[src/rtl/crypt_pkg.sv]
// Shared definitions for the CRYPT block cipher: substitution constant, key schedule,
// byte packing helpers and the decryptor FSM state encoding.
package crypt_pkg;

  localparam logic [7:0] SUB_ADD = 8'h3B;

  typedef enum logic {
    ST_IDLE,
    ST_RUN
  } state_e;

  typedef struct packed {
    logic [7:0] b1;
    logic [7:0] b2;
    logic [7:0] b3;
    logic [7:0] b4;
  } word_bytes_t;

  // The key rotation is left by 8*(r mod 4), then every byte is XORed with the round index.
  function automatic logic [31:0] round_key(input logic [31:0] key, input logic [7:0] r);
    logic [31:0] rot;
    case (r[1:0])
      2'd0:    rot = key;
      2'd1:    rot = {key[23:0], key[31:24]};
      2'd2:    rot = {key[15:0], key[31:16]};
      default: rot = {key[7:0],  key[31:8]};
    endcase
    return rot ^ {4{r}};
  endfunction

  function automatic logic [31:0] pack(input logic [7:0] b1, input logic [7:0] b2,
                                       input logic [7:0] b3, input logic [7:0] b4);
    return {b1, b2, b3, b4};
  endfunction

  function automatic word_bytes_t unpack(input logic [31:0] w);
    return word_bytes_t'(w);
  endfunction

endpackage

[src/rtl/crypt_inv_round.sv]
// One inverse cipher round: rotate right a byte, per-byte subtract and nibble swap,
// then remove the round key. Purely combinational.
module crypt_inv_round
  import crypt_pkg::*;
(
  input  logic [31:0] s_i,
  input  logic [31:0] rk_i,
  output logic [31:0] s_o
);

  logic [31:0] rot;
  logic [31:0] swapped;

  assign rot = {s_i[7:0], s_i[31:8]};

  for (genvar i = 0; i < 4; i++) begin : g_byte
    logic [7:0] diff;
    // Byte lanes wrap independently; no borrow crosses into the neighbour lane.
    assign diff              = rot[8*i +: 8] - SUB_ADD;
    assign swapped[8*i +: 8] = {diff[3:0], diff[7:4]};
  end

  assign s_o = swapped ^ rk_i;

endmodule

[src/rtl/crypt_decrypt.sv]
// Iterative CRYPT decryptor: loads a ciphertext word, applies one inverse round per
// clock from round ROUNDS-1 down to 0, then registers the plaintext and pulses DONE.
module crypt_decrypt
  import crypt_pkg::*;
#(
  parameter int          ROUNDS = 4,
  parameter logic [31:0] KEY    = 32'hA5C3_0F96
) (
  input  logic       CLK,
  input  logic       RST,
  input  logic       EN,
  input  logic [7:0] IN_1,
  input  logic [7:0] IN_2,
  input  logic [7:0] IN_3,
  input  logic [7:0] IN_4,
  output logic [7:0] OUT_1,
  output logic [7:0] OUT_2,
  output logic [7:0] OUT_3,
  output logic [7:0] OUT_4,
  output logic       BUSY,
  output logic       DONE
);

  localparam logic [3:0] RC_LAST = 4'(ROUNDS - 1);

  state_e      state_q, state_d;
  logic [31:0] s_q;
  logic [31:0] s_next;
  logic [31:0] out_q;
  logic [3:0]  rc_q;
  logic        done_q;
  logic        load;
  logic        last;
  word_bytes_t out_bytes;

  assign load = (state_q == ST_IDLE) && EN;
  assign last = (state_q == ST_RUN) && (rc_q == 4'd0);

  crypt_inv_round u_inv_round (
    .s_i  (s_q),
    .rk_i (round_key(KEY, {4'd0, rc_q})),
    .s_o  (s_next)
  );

  // NOTE: registers take <= so every flop samples pre-edge values regardless of block order.
  always_ff @(posedge CLK or posedge RST) begin
    if (RST) state_q <= ST_IDLE;
    else     state_q <= state_d;
  end

  always_comb begin
    // NOTE: default first so every path assigns state_d and no latch is inferred.
    state_d = state_q;
    case (state_q)
      ST_IDLE: if (EN)   state_d = ST_RUN;
      ST_RUN:  if (last) state_d = ST_IDLE;
      default:           state_d = ST_IDLE;
    endcase
  end

  always_ff @(posedge CLK or posedge RST) begin
    if (RST) begin
      s_q    <= '0;
      rc_q   <= '0;
      out_q  <= '0;
      done_q <= 1'b0;
    end else begin
      done_q <= last;
      if (load) begin
        s_q  <= pack(IN_1, IN_2, IN_3, IN_4);
        rc_q <= RC_LAST;
      end else if (state_q == ST_RUN) begin
        s_q <= s_next;
        if (rc_q != 4'd0) rc_q  <= rc_q - 4'd1;
        if (last)         out_q <= s_next;
      end
    end
  end

  always_comb begin
    out_bytes = unpack(out_q);
    BUSY      = (state_q == ST_RUN);
    DONE      = done_q;
    OUT_1     = out_bytes.b1;
    OUT_2     = out_bytes.b2;
    OUT_3     = out_bytes.b3;
    OUT_4     = out_bytes.b4;
  end

endmodule

[config.mk]
export PLATFORM = sky130hd
export DESIGN_NAME = crypt_decrypt
export DESIGN_NICKNAME = d
export VERILOG_FILES = /design/src/rtl/crypt_pkg.sv /design/src/rtl/crypt_inv_round.sv /design/src/rtl/crypt_decrypt.sv
export SDC_FILE = /design/constraint.sdc
export NUM_CORES = 1
export LEC_CHECK = 0
export ABC_CLOCK_PERIOD_IN_PS = 3800
export BUFFER_PORTS_ARGS = -buffer_cell sky130_fd_sc_hd__buf_2
export CORE_MARGIN = 5
export CORE_UTILIZATION = 60
export CTS_BUF_LIST = sky130_fd_sc_hd__clkbuf_4 sky130_fd_sc_hd__clkbuf_8 sky130_fd_sc_hd__clkbuf_16
export CTS_CLUSTER_DIAMETER = 80
export DETAILED_ROUTE_END_ITERATION = 10
export PLACE_DENSITY = 0.95
export SETUP_SLACK_MARGIN = 0.1
export SLEW_MARGIN = 20
export SYNTH_ARGS = -nofsm -noshare
export SYNTH_HDL_FRONTEND = slang
export SYNTH_SLANG_ARGS = --single-unit
[constraint.sdc]
create_clock -name CLK -period 3.8 [get_ports CLK]
set_input_delay 0 -clock CLK [delete_from_list [all_inputs] [get_ports CLK]]
set_output_delay 0 -clock CLK [all_outputs]
set_load 0.005 [all_outputs]
==> results of run 1 <==
## area by class of cell
class	instances	area, um^2	area share, %
clock buffers	10	131.4	2.814
clock inverters	6	86.33	1.849
inverters	5	23.77	0.5091
multi-input cells	284	1936	41.45
flip-flops and latches	70	1753	37.54
well taps	77	96.34	2.063
repair buffers	99	643.1	13.77
## sequential cells by signal, indices dropped and copies added (netlist names)
name       flops
out_bytes     32
s_q           32
rc_q           4
BUSY           1
DONE           1
## worst max-delay path by stage
stage / startpoint / to / slack (ns) / depth (start not counted)
4_1_cts: rc_q[0] / out_bytes[11] / 1.67 / 6
3_3_place_gp: rc_q[0] / out_bytes[3] / 1.82 / 6
5_1_grt: rc_q[0] / out_bytes[17] / 1.51 / 7
6_report: rc_q[0] / s_q[2] / 1.65 / 6
2_1_floorplan: rc_q[0] / out_bytes[11] / 1.87 / 7
3_5_place_dp: rc_q[0] / out_bytes[11] / 1.71 / 6
## layer usage
metal,part of all wire (%),track usage (%),up-vias
met4,6.8,19.48,0
met5,0,0,-
li1,-,-,1474
met1,37,34.06,1616
met2,48,45.12,261
met3,8.8,7.930,89
## cells in the mapped netlist (5+ instances only)
cell type / number
nand2_1: 71
dfrtp_1: 70
xnor2_1: 44
o21ai_0: 22
a21oi_1: 21
nor2b_1: 18
a211oi_1: 17
mux2i_1: 15
xor2_1: 15
o21ai_1: 13
ha_1: 11
buf_2: 9
clkbuf_1: 7
buf_6: 5
mux2_2: 5
nor2_1: 5
## worst max-delay path, cell delays in order, from the launching register on
cell     delay, ns
dfrtp_1       0.45
inv_1         0.16
ha_1          0.51
xnor3_1       0.47
xor2_1        0.29
nand2_1       0.10
o21ai_0       0.10
## cell families (layout without fill, tap and decap cells)
kind of cell | after synthesis | in the layout | share of synthesized area, %
buffers and inverters | 30 | 120 | 4.318
AO/OA/AOI/OAI | 87 | 87 | 13.57
XOR/XNOR | 63 | 63 | 15.75
AND/OR/NAND/NOR | 103 | 103 | 11.98
adder cells (fa/ha/maj) | 11 | 11 | 3.571
multiplexers | 20 | 20 | 5.357
flip-flops | 70 | 70 | 45.45
## stage by stage
step                cells  utilization, %  cell area, um^2  hold slack (ns)
floorplan             384               -             3854           0.1866
global placement      507           66.07             4172          0.08970
detailed placement    507           66.07             4172           0.1099
CTS                   551           73.96             4669         0.008898
global route          551           73.96             4669         0.006757
finish                551           73.96             4669         0.006050
## timing repair
| item | in CTS | in global routing |
|---|---|---|
| hold buffers | 28 | 0 |
| endpoints found under the setup margin | 0 | 0 |
| endpoints found under the hold margin | 56 | 0 |
## where the power goes
| part | switching [mW] | internal [mW] | total, mW | leakage [nW] |
|---|---|---|---|---|
| logic | 1.63 | 1.26 | 2.89 | 1.25 |
| clock network | 0.297 | 0.376 | 0.672 | 0.110 |
| registers | 0.412 | 1.15 | 1.56 | 0.846 |
==> summary.md, run 1 <==
| Metric | Value |
|---|---|
| Vias per cell | `6.243` |
| GPL Wtd Cong | `0.8732` |
| Drt wl/cell | `20.57 um` |
| Final min period | `2.154 ns` |
| Die Y | `90.14 um` |
| Largest net degree at the start of global routing | `73` |
| Syn Nets | `430` |
| Yosys top cell area share | `45.45%` |
| Yosys cell types | `34` |
| P per Cell Area | `1098 mW/mm^2` |
| CTS tree | `done` |
| Synth area leader | `dfrtp_1` |
| Post-route ant nets | `0` |
| Via count | `3440` |
| Post-Syn Area | `0.003854 mm^2` |
| Power after layout | `5.126 mW` |
| EDFF count, synth | `0` |
| Largest cells by area after synthesis | `dfrtp_1, xnor2_1, nand2_1` |
| CTS sink count | `70` |
| Crit end category | `flip-flop` |
| Synth Flop Type | `dfrtp_1` |
| Async SR Flop Fraction | `100.0%` |
| First-pass iteration count of the detailed router | `5` |
| Nets | `515` |
| Initial Util | `61.04%` |
| Antenna violations before repair | `0` |
| Starting DRT DRC Count | `417` |
| Seq/Total Area, Yosys | `45.45%` |
| Max Clock Freq | `464.2 MHz` |
| Pleak | `2.206 nW` |
| IO Count | `69` |
| CORE AREA | `0.006314 mm^2` |
| Synthesis Warnings | `0` |
| DR DRC count | `0` |
| # fillers | `391` |
| Max rail drop VDD | `564.4 uV` |
| Worst Hold Depth | `3` |
| Chip width | `90.14 um` |
| Hold/Removal Path Class | `in -> reg` |
| CP Launch Type | `flip-flop` |
| Setup Fix Bufs, Post-CTS | `0` |
| RSZ-0062 raised after global routing | `false` |
| Syn Area/Cell | `10.04 um^2` |
| Clock Path Buffers | `2` |
| Slack of the critical path | `1.646 ns` |
| CP Class | `reg -> reg` |
| Commonest non-fill, non-tap cell in the layout | `nand2_1` |
| CP Max Fanout | `7` |
| Worst-Margin Slew | `1.114 ns` |
| Max Cap Violations | `0` |
| First-pass GRT wire length | `18.72 mm` |
| WHS Endpoint | `s_q[26]` |
| Max Slew Vio Count | `0` |
| Clock latency on the worst-skew pair | `0.36 ns` |
| Cells after synthesis | `384` |
| Min-delay src | `IN_1[2]` |
| Relative max-transition margin | `25.71%` |
| Outcome | `finished, final reports clean` |
| Post-CTS sizing | `0` |
| Setup Viol. Count Final | `0` |
| Post-route clock period utilization | `56.69%` |
| DPL Wire Length | `6.894 mm` |
| Critical R2R Launch | `rc_q[0]` |
| Clock Tree Root | `clkbuf_8` |
| Die ar. | `0.008125 mm^2` |
| Layout cells sized above 1 | `20.89%` |
| Most frequent cells in the layout | `nand2_1, dfrtp_1, buf_2` |
| Flop-to-flop setup slack | `1.65 ns` |
| Reg2Reg Depth | `6` |
| Antenna diode count | `0` |
| CP Data Arrival Time | `2.42 ns` |
| Area grow syn2layout | `21.17%` |
| Post-place setup slack | `1.706 ns` |
| Gr usage total | `28.70%` |
| Number of synthesized register bits | `70` |
| Data required, critical path | `4.07 ns` |
| Worst r2r dst | `s_q[2]` |
| Clock Pin Slew Worst Setup and Hold Paths | `0.07 ns` |
| TritonCTS buffer count | `9` |
| Congestion Overflow GR | `0` |
| Setup Total Neg Slack | `0 ns` |
| # rows | `29` |
| Fin. Hold Viols | `0` |
| Port Buf Inserts | `68` |
| Htree depth | `3` |
| Skew final | `0.01259 ns` |
| Total wire length | `11.34 mm` |
| Number of global-route vias before repair | `3567` |
Power figures use the tool's default switching activity.
==> inputs of run 2 (changes only) <==
- ABC_CLOCK_PERIOD_IN_PS: 3800 -> 2130
- CORE_UTILIZATION: 60 -> 56
- PLACE_DENSITY: 0.95 -> 0.92
- clock period: 3.8 -> 2.13 ns (I/O delays scaled with it)
==> run 2 against run 1 <==
Against the previous run: final area up 4.2%; register-to-register slack worse by 1.4 ns; count of clock-buffer cells in the layout grew 1; final cell count up 3.4%; critical path depth is 1 lower; largest cell class unchanged.
==> summary.md, run 2 (synthesized netlist as in run 1, its figures left out) <==
| Metric | Value |
|---|---|
| Outcome | `finished, final reports clean (unchanged)` |
| Psw | `4.059 mW (was 2.338 mW)` |
| Cells after DPL | `517 (was 507)` |
| P per Cell Area | `1915 mW/mm^2 (was 1098 mW/mm^2)` |
| Critical Path Source | `rc_q[0] (unchanged)` |
| Slack of the critical path | `0.1968 ns (was 1.646 ns)` |
| Worst-Margin Slew | `0.6803 ns (was 1.114 ns)` |
| Die ar. | `0.008641 mm^2 (was 0.008125 mm^2)` |
| IO Count | `69 (unchanged)` |
| Post-route ant nets | `0 (unchanged)` |
| RSZ-0062 raised after global routing | `false (unchanged)` |
| Hold/Removal Path Class | `in -> reg (unchanged)` |
| Placed instance area | `0.004240 mm^2 (was 0.004172 mm^2)` |
| Max Clock Freq | `517.3 MHz (was 464.2 MHz)` |
| Logic gate share of total power | `55.8% (was 56.4%)` |
| Total wire length | `11.02 mm (was 11.34 mm)` |
| Post-place setup slack | `0.1564 ns (was 1.706 ns)` |
| CTS sink count | `70 (unchanged)` |
| Critical R2R Launch | `rc_q[0] (unchanged)` |
| DR DRC count | `0 (unchanged)` |
| First-pass iteration count of the detailed router | `5 (unchanged)` |
| Crit end category | `flip-flop (unchanged)` |
| Largest net degree at the start of global routing | `73 (unchanged)` |
| CTS tree | `done (unchanged)` |
| Fin. Hold Viols | `0 (unchanged)` |
| DPL Wire Length | `6.820 mm (was 6.894 mm)` |
| CP Class | `reg -> reg (unchanged)` |
| Multi-input gate area | `0.001941 mm^2 (was 0.001936 mm^2)` |
| Vias per cell | `5.898 (was 6.243)` |
| Chip width | `92.96 um (was 90.14 um)` |
| First-pass GRT wire length | `17.31 mm (was 18.72 mm)` |
| Antenna diode count | `0 (unchanged)` |
| Post-route cell area | `0.004865 mm^2 (was 0.004669 mm^2)` |
| CP Launch Type | `flip-flop (unchanged)` |
| Antenna violations before repair | `0 (unchanged)` |
| Initial Util | `57.04% (was 61.04%)` |
| Fin cells | `570 (was 551)` |
| Number of global-route vias before repair | `3475 (was 3567)` |
| Core Util, Final | `72.00% (was 73.96%)` |
| Sequential power share | `29.4% (was 30.5%)` |
| Clock Tree Root | `clkbuf_8 (unchanged)` |
| GPL Wtd Cong | `0.8425 (was 0.8732)` |
| Skew final | `0.01271 ns (was 0.01259 ns)` |
| Gr usage total | `26.07% (was 28.70%)` |
| Data required, critical path | `2.40 ns (was 4.07 ns)` |
| Post-route clock period utilization | `90.76% (was 56.69%)` |
| Final min period | `1.933 ns (was 2.154 ns)` |
| Power after layout | `9.317 mW (was 5.126 mW)` |
| Layout cells sized above 1 | `23.06% (was 20.89%)` |
| TritonCTS buffer count | `9 (unchanged)` |
| Clock Path Buffers | `2 (unchanged)` |
| Clock share of power | `14.8% (was 13.1%)` |
| CP Data Arrival Time | `2.21 ns (was 2.42 ns)` |
| Setup Viol. Count Final | `0 (unchanged)` |
| # rows | `30 (was 29)` |
| Max rail drop VDD | `736.6 uV (was 564.4 uV)` |
| Htree depth | `3 (unchanged)` |
| Clock Pin Slew Worst Setup and Hold Paths | `0.08 ns (was 0.07 ns)` |
| Drt wl/cell | `19.34 um (was 20.57 um)` |
| Max Slew Vio Count | `0 (unchanged)` |
| Area grow syn2layout | `26.23% (was 21.17%)` |
| Min-delay src | `IN_3[6] (was IN_1[2])` |
| Pleak | `2.304 nW (was 2.206 nW)` |
| Max Cap Violations | `0 (unchanged)` |
| Nets | `531 (was 515)` |
| Setup Total Neg Slack | `0 ns (unchanged)` |
| Switching Share | `43.57% (was 45.60%)` |
| # fillers | `416 (was 391)` |
| Internal power | `5.257 mW (was 2.789 mW)` |
| Clock latency on the worst-skew pair | `0.36 ns (about the same)` |
| Via count | `3362 (was 3440)` |
| Port Buf Inserts | `68 (unchanged)` |
| Register area | `0.001753 mm^2 (unchanged)` |
| Relative max-transition margin | `54.64% (was 25.71%)` |
| Starting DRT DRC Count | `386 (was 417)` |
| CORE AREA | `0.006756 mm^2 (was 0.006314 mm^2)` |
| Congestion Overflow GR | `0 (unchanged)` |
| CP Max Fanout | `5 (was 7)` |
| Most frequent cells in the layout | `nand2_1, dfrtp_1, buf_2 (unchanged)` |
| Commonest non-fill, non-tap cell in the layout | `nand2_1 (unchanged)` |
| Worst hold margin | `0.06506 ns (was 0.006050 ns)` |
| Die Y | `92.96 um (was 90.14 um)` |
run 2: layout make-up:
cell class / instances / area share [%]
Clock buffer: 11 / 3.112
Timing Repair inverter: 1 / 0.1029
Tap cell: 80 / 2.058
Multi-Input combinational cell: 284 / 39.89
Inverter: 5 / 0.4887
Timing Repair Buffer: 114 / 16.15
Sequential cell: 70 / 36.03
Clock inverter: 5 / 2.160
run 2: power by group through the flow:
stage / clock [mW] / sequential (mW) / combinational [mW]
after global placement: 0 / 2.66 / 4.63
after CTS: 1.36 / 2.70 / 5.00
after floorplan: 0 / 2.53 / 3.70
after detailed placement: 0 / 2.70 / 4.85
final: 1.38 / 2.74 / 5.20
after global routing: 1.44 / 2.81 / 5.67
run 2: routing by layer:
| layer | GRT usage (%) | wire length (um) |
|---|---|---|
| met1 | 32.16 | 4255 |
| met2 | 42.29 | 5382 |
| met3 | 4.143 | 850 |
| met4 | 16.85 | 532 |
| met5 | 0 | 0 |
run 2: what timing repair did:
action | in CTS | in global routing
setup endpoints to repair | 0 | 32
gates resized for setup | 0 | 4
hold buffers | 32 | 0
endpoints found under the hold margin | 57 | 0
buffers inserted | 0 | 4
run 2: worst max-delay path: stages, from the launching register on:
cell	delay [ns]
dfrtp_1	0.39
inv_1	0.15
ha_1	0.39
xor2_1	0.36
xnor3_1	0.39
a21oi_1	0.18
run 2: path summary, 6_finish.rpt:
kind	cells past startpoint	endpoint	slack [ns]
setup / recovery	5	s_q[27]	0.20
hold / removal	3	s_q[14]	0.07
setup reg to reg	5	s_q[27]	0.20
hold reg to reg	2	out_bytes[0]	0.48
max in group asynchronous	4	out_bytes[23]	1.10
min in group asynchronous	3	s_q[11]	0.26
